### src/rtl/axibram_write_wide.sv
// AXI3 write slave that turns AW/W bursts into single-port memory writes.
// AW, W and B are decoupled by small FIFOs; one burst is in flight at a time.

module axibram_write_wide_fifo #(
  parameter int WIDTH      = 8,
  parameter int DEPTH_BITS = 2
) (
  input  logic             aclk,
  input  logic             aresetn,
  input  logic             push,
  input  logic [WIDTH-1:0] din,
  input  logic             pop,
  output logic [WIDTH-1:0] dout,
  output logic             empty,
  output logic             full
);
  localparam int DEPTH = 1 << DEPTH_BITS;

  logic [WIDTH-1:0]      mem [DEPTH];
  logic [DEPTH_BITS-1:0] wr_ptr;
  logic [DEPTH_BITS-1:0] rd_ptr;
  logic [DEPTH_BITS:0]   count;
  logic                  push_ok;
  logic                  pop_ok;

  assign empty   = (count == '0);
  assign full    = (count == (DEPTH_BITS+1)'(DEPTH));
  assign push_ok = push && !full;
  assign pop_ok  = pop && !empty;
  assign dout    = mem[rd_ptr];

  always_ff @(posedge aclk) begin
    if (push_ok) mem[wr_ptr] <= din;
  end

  always_ff @(posedge aclk) begin
    if (!aresetn) begin
      wr_ptr <= '0;
      rd_ptr <= '0;
      count  <= '0;
    end else begin
      if (push_ok) wr_ptr <= wr_ptr + 1'b1;
      if (pop_ok)  rd_ptr <= rd_ptr + 1'b1;
      case ({push_ok, pop_ok})
        2'b10:   count <= count + 1'b1;
        2'b01:   count <= count - 1'b1;
        default: count <= count;
      endcase
    end
  end
endmodule

module axibram_write_wide #(
  parameter int ADDRESS_BITS    = 10,
  parameter int DATA_WIDTH      = 32,
  parameter int ID_WIDTH        = 12,
  parameter int FIFO_DEPTH_BITS = 2
) (
  input  logic                    aclk,
  input  logic                    aresetn,
  input  logic [31:0]             awaddr,
  input  logic                    awvalid,
  output logic                    awready,
  input  logic [ID_WIDTH-1:0]     awid,
  input  logic [3:0]              awlen,
  input  logic [2:0]              awsize,
  input  logic [1:0]              awburst,
  input  logic [DATA_WIDTH-1:0]   wdata,
  input  logic                    wvalid,
  output logic                    wready,
  input  logic [ID_WIDTH-1:0]     wid,
  input  logic                    wlast,
  input  logic [DATA_WIDTH/8-1:0] wstrb,
  output logic                    bvalid,
  input  logic                    bready,
  output logic [ID_WIDTH-1:0]     bid,
  output logic [1:0]              bresp,
  output logic [ADDRESS_BITS-1:0] pre_awaddr,
  output logic                    start_burst,
  input  logic                    dev_ready,
  output logic [ADDRESS_BITS-1:0] bram_waddr,
  output logic                    bram_wen,
  output logic [DATA_WIDTH/8-1:0] bram_wstb,
  output logic [DATA_WIDTH-1:0]   bram_wdata,
  output logic [1:0]              dbg_state
);
  localparam int LSB  = $clog2(DATA_WIDTH / 8);
  localparam int STRB = DATA_WIDTH / 8;
  localparam int AW_W = ID_WIDTH + 4 + 3 + 2 + ADDRESS_BITS;
  localparam int W_W  = ID_WIDTH + 1 + STRB + DATA_WIDTH;
  localparam int B_W  = ID_WIDTH + 2;

  typedef enum logic [1:0] {IDLE = 2'd0, WRITE = 2'd1, DROP = 2'd2} state_t;

  state_t                  state;
  logic                    ready_en;
  logic [ID_WIDTH-1:0]     cur_id;
  logic [3:0]              cur_len;
  logic [1:0]              cur_burst;
  logic [ADDRESS_BITS-1:0] cur_addr;
  logic [3:0]              beats_left;
  logic                    bad_burst;
  logic                    sticky_err;

  logic            aw_push, aw_pop, aw_empty, aw_full;
  logic [AW_W-1:0] aw_din, aw_dout;
  logic            w_push, w_pop, w_empty, w_full;
  logic [W_W-1:0]  w_din, w_dout;
  logic            b_push, b_pop, b_empty, b_full;
  logic [B_W-1:0]  b_din, b_dout;

  logic [ID_WIDTH-1:0]     h_id;
  logic [3:0]              h_len;
  logic [2:0]              h_size;
  logic [1:0]              h_burst;
  logic [ID_WIDTH-1:0]     w_id;
  logic                    w_last;
  logic                    start_ok, h_err, wrap_len_ok;
  logic                    beat, id_match, last_beat, beat_err;
  logic [ADDRESS_BITS-1:0] len_mask, addr_inc, addr_nxt;
  logic                    unused_addr_bits;

  // Low byte-lane bits and bits above the memory span alias away.
  assign unused_addr_bits = ^{awaddr[31:ADDRESS_BITS+LSB], awaddr[LSB-1:0]};

  assign awready = ready_en && !aw_full;
  assign wready  = ready_en && !w_full;
  assign aw_push = awvalid && awready;
  assign w_push  = wvalid && wready;
  assign aw_din  = {awid, awlen, awsize, awburst, awaddr[ADDRESS_BITS+LSB-1:LSB]};
  assign w_din   = {wid, wlast, wstrb, wdata};
  assign {h_id, h_len, h_size, h_burst, pre_awaddr} = aw_dout;
  assign {w_id, w_last, bram_wstb, bram_wdata}       = w_dout;

  axibram_write_wide_fifo #(.WIDTH(AW_W), .DEPTH_BITS(FIFO_DEPTH_BITS)) u_aw_fifo (
    .aclk(aclk), .aresetn(aresetn), .push(aw_push), .din(aw_din),
    .pop(aw_pop), .dout(aw_dout), .empty(aw_empty), .full(aw_full));

  axibram_write_wide_fifo #(.WIDTH(W_W), .DEPTH_BITS(FIFO_DEPTH_BITS)) u_w_fifo (
    .aclk(aclk), .aresetn(aresetn), .push(w_push), .din(w_din),
    .pop(w_pop), .dout(w_dout), .empty(w_empty), .full(w_full));

  axibram_write_wide_fifo #(.WIDTH(B_W), .DEPTH_BITS(FIFO_DEPTH_BITS)) u_b_fifo (
    .aclk(aclk), .aresetn(aresetn), .push(b_push), .din(b_din),
    .pop(b_pop), .dout(b_dout), .empty(b_empty), .full(b_full));

  assign wrap_len_ok = (h_len == 4'd1) || (h_len == 4'd3) || (h_len == 4'd7) || (h_len == 4'd15);
  assign h_err = (h_size != 3'(LSB)) || (h_burst == 2'b11) ||
                 ((h_burst == 2'b10) && !wrap_len_ok);

  // Reserving a B slot before starting guarantees the final beat can always push.
  assign start_ok  = (state == IDLE) && !aw_empty && dev_ready && !b_full;
  assign aw_pop    = start_ok;
  assign beat      = (state != IDLE) && !w_empty && dev_ready;
  assign w_pop     = beat;
  assign id_match  = (w_id == cur_id);
  assign last_beat = (beats_left == 4'd0);
  assign beat_err  = !id_match || (w_last != last_beat);
  assign bram_wen  = beat && (state == WRITE) && id_match;
  assign bram_waddr = cur_addr;

  assign b_push = beat && last_beat;
  assign b_din  = {cur_id, (bad_burst || sticky_err || beat_err) ? 2'b10 : 2'b00};
  assign bvalid = !b_empty;
  assign b_pop  = bvalid && bready;
  assign {bid, bresp} = b_dout;
  assign dbg_state = state;

  assign len_mask = {{(ADDRESS_BITS-4){1'b0}}, cur_len};
  assign addr_inc = cur_addr + 1'b1;

  always_comb begin
    addr_nxt = cur_addr;
    case (cur_burst)
      2'b01:   addr_nxt = addr_inc;
      2'b10:   addr_nxt = (cur_addr & ~len_mask) | (addr_inc & len_mask);
      default: addr_nxt = cur_addr;
    endcase
  end

  always_ff @(posedge aclk) begin
    if (!aresetn) begin
      state       <= IDLE;
      ready_en    <= 1'b0;
      start_burst <= 1'b0;
      cur_id      <= '0;
      cur_len     <= '0;
      cur_burst   <= '0;
      cur_addr    <= '0;
      beats_left  <= '0;
      bad_burst   <= 1'b0;
      sticky_err  <= 1'b0;
    end else begin
      ready_en    <= 1'b1;
      start_burst <= 1'b0;
      case (state)
        IDLE: begin
          if (start_ok) begin
            start_burst <= 1'b1;
            cur_id      <= h_id;
            cur_len     <= h_len;
            cur_burst   <= h_burst;
            cur_addr    <= pre_awaddr;
            beats_left  <= h_len;
            bad_burst   <= h_err;
            sticky_err  <= 1'b0;
            state       <= h_err ? DROP : WRITE;
          end
        end
        WRITE, DROP: begin
          if (beat) begin
            cur_addr   <= addr_nxt;
            beats_left <= beats_left - 1'b1;
            if (beat_err)  sticky_err <= 1'b1;
            if (last_beat) state <= IDLE;
          end
        end
        default: state <= IDLE;
      endcase
    end
  end
endmodule
### config.mk
export PLATFORM = sky130hd
export DESIGN_NAME = axibram_write_wide
export DESIGN_NICKNAME = d
export VERILOG_FILES = /design/src/rtl/axibram_write_wide.sv
export SDC_FILE = /design/constraint.sdc
export NUM_CORES = 1
export LEC_CHECK = 0
export ABC_CLOCK_PERIOD_IN_PS = 3640
export CAP_MARGIN = 20
export CORE_UTILIZATION = 30
export DETAILED_ROUTE_END_ITERATION = 16
export PLACE_DENSITY = 0.45
export SLEW_MARGIN = 10
export SYNTH_ARGS = -nofsm -noshare
export SYNTH_HDL_FRONTEND = slang
export SYNTH_SLANG_ARGS = --single-unit
export TNS_END_PERCENT = 1
### constraint.sdc
create_clock -name aclk -period 3.64 [get_ports aclk]
set_input_delay 0.91 -clock aclk [delete_from_list [all_inputs] [get_ports aclk]]
set_output_delay 0.91 -clock aclk [all_outputs]
set_load 0.1 [all_outputs]
==> flow_summary.json <==
{
  "status": "finished clean",
  "relSlewSlack_pct": 34.9,
  "nets": 1259,
  "reg2reg_slack_ps": 960,
  "rr_endpoint": "u_aw_fifo.count[2]",
  "p_int_mw": 9.46,
  "n_fill_cell": 5161,
  "power_leakage_nw": 6.89,
  "required_ps": 2730,
  "final_area_mm2": 0.0210,
  "fin_skew_ps": 22.6,
  "drc": 0,
  "clkPwrFrac_pct": 34.1,
  "cts_tree": "yes",
  "post-route-util_pct": 37.9,
  "yosysMostFrequentCell": "edfxtp_1",
  "synth.avg_cell_area_um2": 18.6,
  "netlist_area_mm2": 0.0169,
  "hold_viol": 0,
  "grt_pass1_wl_um": 56200,
  "crit_type": "register to primary output",
  "drt_iter0_drc": 444,
  "route.met2.wl_um": 17800,
  "io_buffers": 161,
  "wl_met1_um": 16200,
  "dieWidth_um": 239,
  "ioPinCount": 185,
  "rr_startpoint": "dbg_state[1]",
  "p_total_mw": 13.7,
  "switching_share_pct": 30.9,
  "cts_inserted_buffers": 49,
  "vias_per_cell": 4.47,
  "finalSetupViolations": 0,
  "antenna_left": 0,
  "first_pass_iters": 4,
  "overflow": 0,
  "place_area_mm2": 0.0193,
  "layout-drive-gt1-share_pct": 25.6,
  "min_path_cells": 2,
  "hold_buffers": 0,
  "coreArea_mm2": 0.0554,
  "ys_seq_area_share_pct": 73.8,
  "register_area_mm2": 0.0125,
  "antenna_found_initial": 7,
  "drv_slew": 0,
  "clk_path_buf_depth": 3,
  "post_drt_wl_per_cell_um": 19.2,
  "synth_common_cells": "edfxtp_1 (372), mux4_2 (81), nand2_1 (69), dfxtp_1 (65)",
  "critPathMaxFanout": 4,
  "min-delay-start": "cur_burst[0]",
  "rsz0062_at_grt": "true",
  "root_buffer": "clkbuf_16",
  "track_usage_pct": 13.1,
  "first_global_vias": 9160,
  "synthTopCellsByArea": "edfxtp_1 (66%), mux4_2 (11%), dfxtp_1 (7.7%), nand2_1 (1.5%), ha_1 (1.5%)",
  "areaGrowthSynthToFinish_pct": 24.4,
  "dpl.hpwl_um": 23400,
  "wl_um": 36800,
  "ys_ff_latch": 437,
  "syn_nets": 1042,
  "grt_max_degree": 50,
  "reg2reg_depth": 11,
  "fmax_mhz": 280,
  "cts.sinks": 437,
  "initial_core_util_pct": 30.5,
  "crit_arrival_ps": 2660,
  "async_flop_share_pct": 0,
  "comb_power_share_pct": 21.8,
  "p_sw_mw": 4.22,
  "synth_cell_type_count": 61,
  "maxCapViolations": 0,
  "worst_ir_drop_vdd_mv": 0.574,
  "synthCells": 911,
  "crit_path_start_kind": "register",
  "gp_congestion": 0.721,
  "synth_top_area_share_pct": 66.1,
  "holdPathEnd": "cur_burst[0]",
  "synth-edff-count": 372,
  "ys.flop_type": "edfxtp_1",
  "power_density_mw_per_mm2": 651,
  "synth.largest_area_cell": "edfxtp_1",
  "min_path_type": "register to register",
  "stdcell_count": 1917,
  "pwr-share-seq_pct": 44.1,
  "dp.cells": 1809,
  "dr_wl_met3_um": 2040,
  "multiInputGateArea_mm2": 0.00405,
  "htreeDepth": 2,
  "top_layer_used": "met5",
  "dr_total_vias": 8560,
  "synth_warnings": 0,
  "die_area_mm2": 0.0573,
  "tightest_slew_ps": 974,
  "fp.dieH_um": 239,
  "clock_latency_ps": 580,
  "endpoint_kind": "primary output",
  "fin_crit_sh_pct": 98.1,
  "period_minus_slack_ps": 3570,
  "rows": 86,
  "clk_pin_slew_ps": 60
}
-- per-stage QoR --
stage | setup slack, ps | TNS, ps | hold slack, ps
detailed placement | 289 | 0 | 453
finish | 69.4 | 0 | 457
global placement | 292 | 0 | 444
global route | -27.2 | -27.2 | 490
floorplan | -186 | -186 | 431
CTS | 2.57 | 0 | 461
-- per-layer routing --
layer | vias to the layer above | GRT usage, %
met4 | 10 | 3.42
li1 | 4012 | -
met2 | 124 | 21.4
met1 | 4349 | 17.0
met5 | - | 0
met3 | 65 | 3.92
-- cell type report --
| cell class | count | share of cell area, % |
|---|---|---|
| inverters | 31 | 0.553 |
| repair buffers | 213 | 9.08 |
| well taps | 748 | 4.45 |
| diodes | 1 | 0.0119 |
| flip-flops and latches | 437 | 59.4 |
| clock buffers | 64 | 6.34 |
| clock inverters | 27 | 0.922 |
| multi-input cells | 396 | 19.3 |
-- cell usage in the layout, fill, tap and decap left out, drive strengths merged, types with 3 or more instances in the layout --
master | netlist | layout
xnor2 | 24 | 24
mux4 | 90 | 90
dfxtp | 65 | 65
a31oi | 7 | 7
edfxtp | 372 | 372
a21oi | 33 | 33
buf | 28 | 126
and2 | 7 | 7
a311oi | 3 | 3
or3 | 4 | 4
ha | 20 | 20
o21ai | 14 | 14
and3 | 11 | 11
nand4 | 6 | 6
nor4b | 3 | 3
nor3b | 3 | 3
nor3 | 6 | 6
clkdlybuf4s50 | 0 | 87
nand2 | 69 | 69
nor2 | 33 | 33
xor2 | 12 | 12
nor2b | 4 | 4
nand2b | 4 | 4
a211oi | 3 | 3
inv | 30 | 32
fa | 3 | 3
nand3 | 5 | 5
clkbuf | 19 | 64
nor4 | 3 | 3
clkinv | 1 | 24
-- timing repair --
item | in CTS | in global routing
pin swaps | 6 | 3
resized for setup | 5 | 3
buffers inserted | 17 | 1
endpoints found under the setup margin | 1 | 1
-- power by group through the flow --
stage / Sequential [mW] / Clock (mW) / Combinational [mW]
after global routing: 6.08 / 5.01 / 3.22
after floorplan: 6.38 / 0 / 1.99
after CTS: 6.04 / 4.83 / 3.03
final: 6.03 / 4.67 / 2.98
after global placement: 6.15 / 0 / 2.97
after detailed placement: 6.15 / 0 / 2.98
-- flip-flops by register name (all words and copies together), names as in the netlist, 3 cells and up, named ones only --
signal	flops
u_w_fifo.mem	196
u_aw_fifo.mem	124
u_b_fifo.mem	52
cur_id	12
bram_waddr	7
beats_left	4
cur_len	4
u_aw_fifo.count	3
u_b_fifo.count	3
u_w_fifo.count	3
-- worst max-delay path, stage by stage (launching register included) --
cell and delay (ps):
dfxtp_4 370, buf_12 110, buf_6 80, mux4_2 500
xnor2_1 160, nand4_1 200, nor4_4 440, buf_12 220
-- logic make-up (layout without fill, tap and decap cells) --
family                     Yosys count  after routing  synth area share, %
DFF                                437            437                 73.8
and+or+nand+nor                    164            164                 4.66
muxes                               93             93                 12.4
AOI/OAI and AO/OA                   79             79                 2.95
buffers and inverters               78            335                 2.55
xor gates and xnor gates            36             36                 1.86
adders and majority gates           23             23                 1.84
other                                1              2               0.0222
-- worst max-delay path by stage --
stage / endpoint / slack [ps] / cells after the start / startpoint
finish: bram_wen / 70 / 7 / register
global route: bram_wen / -30 / 7 / register
CTS: bram_wen / 3 / 8 / register
detailed placement: u_aw_fifo.count[2] / 290 / 10 / dev_ready
global placement: bram_wen / 290 / 6 / dev_ready
floorplan: bram_wen / -190 / 6 / dbg_state[1]
Power figures use the tool's default switching activity.
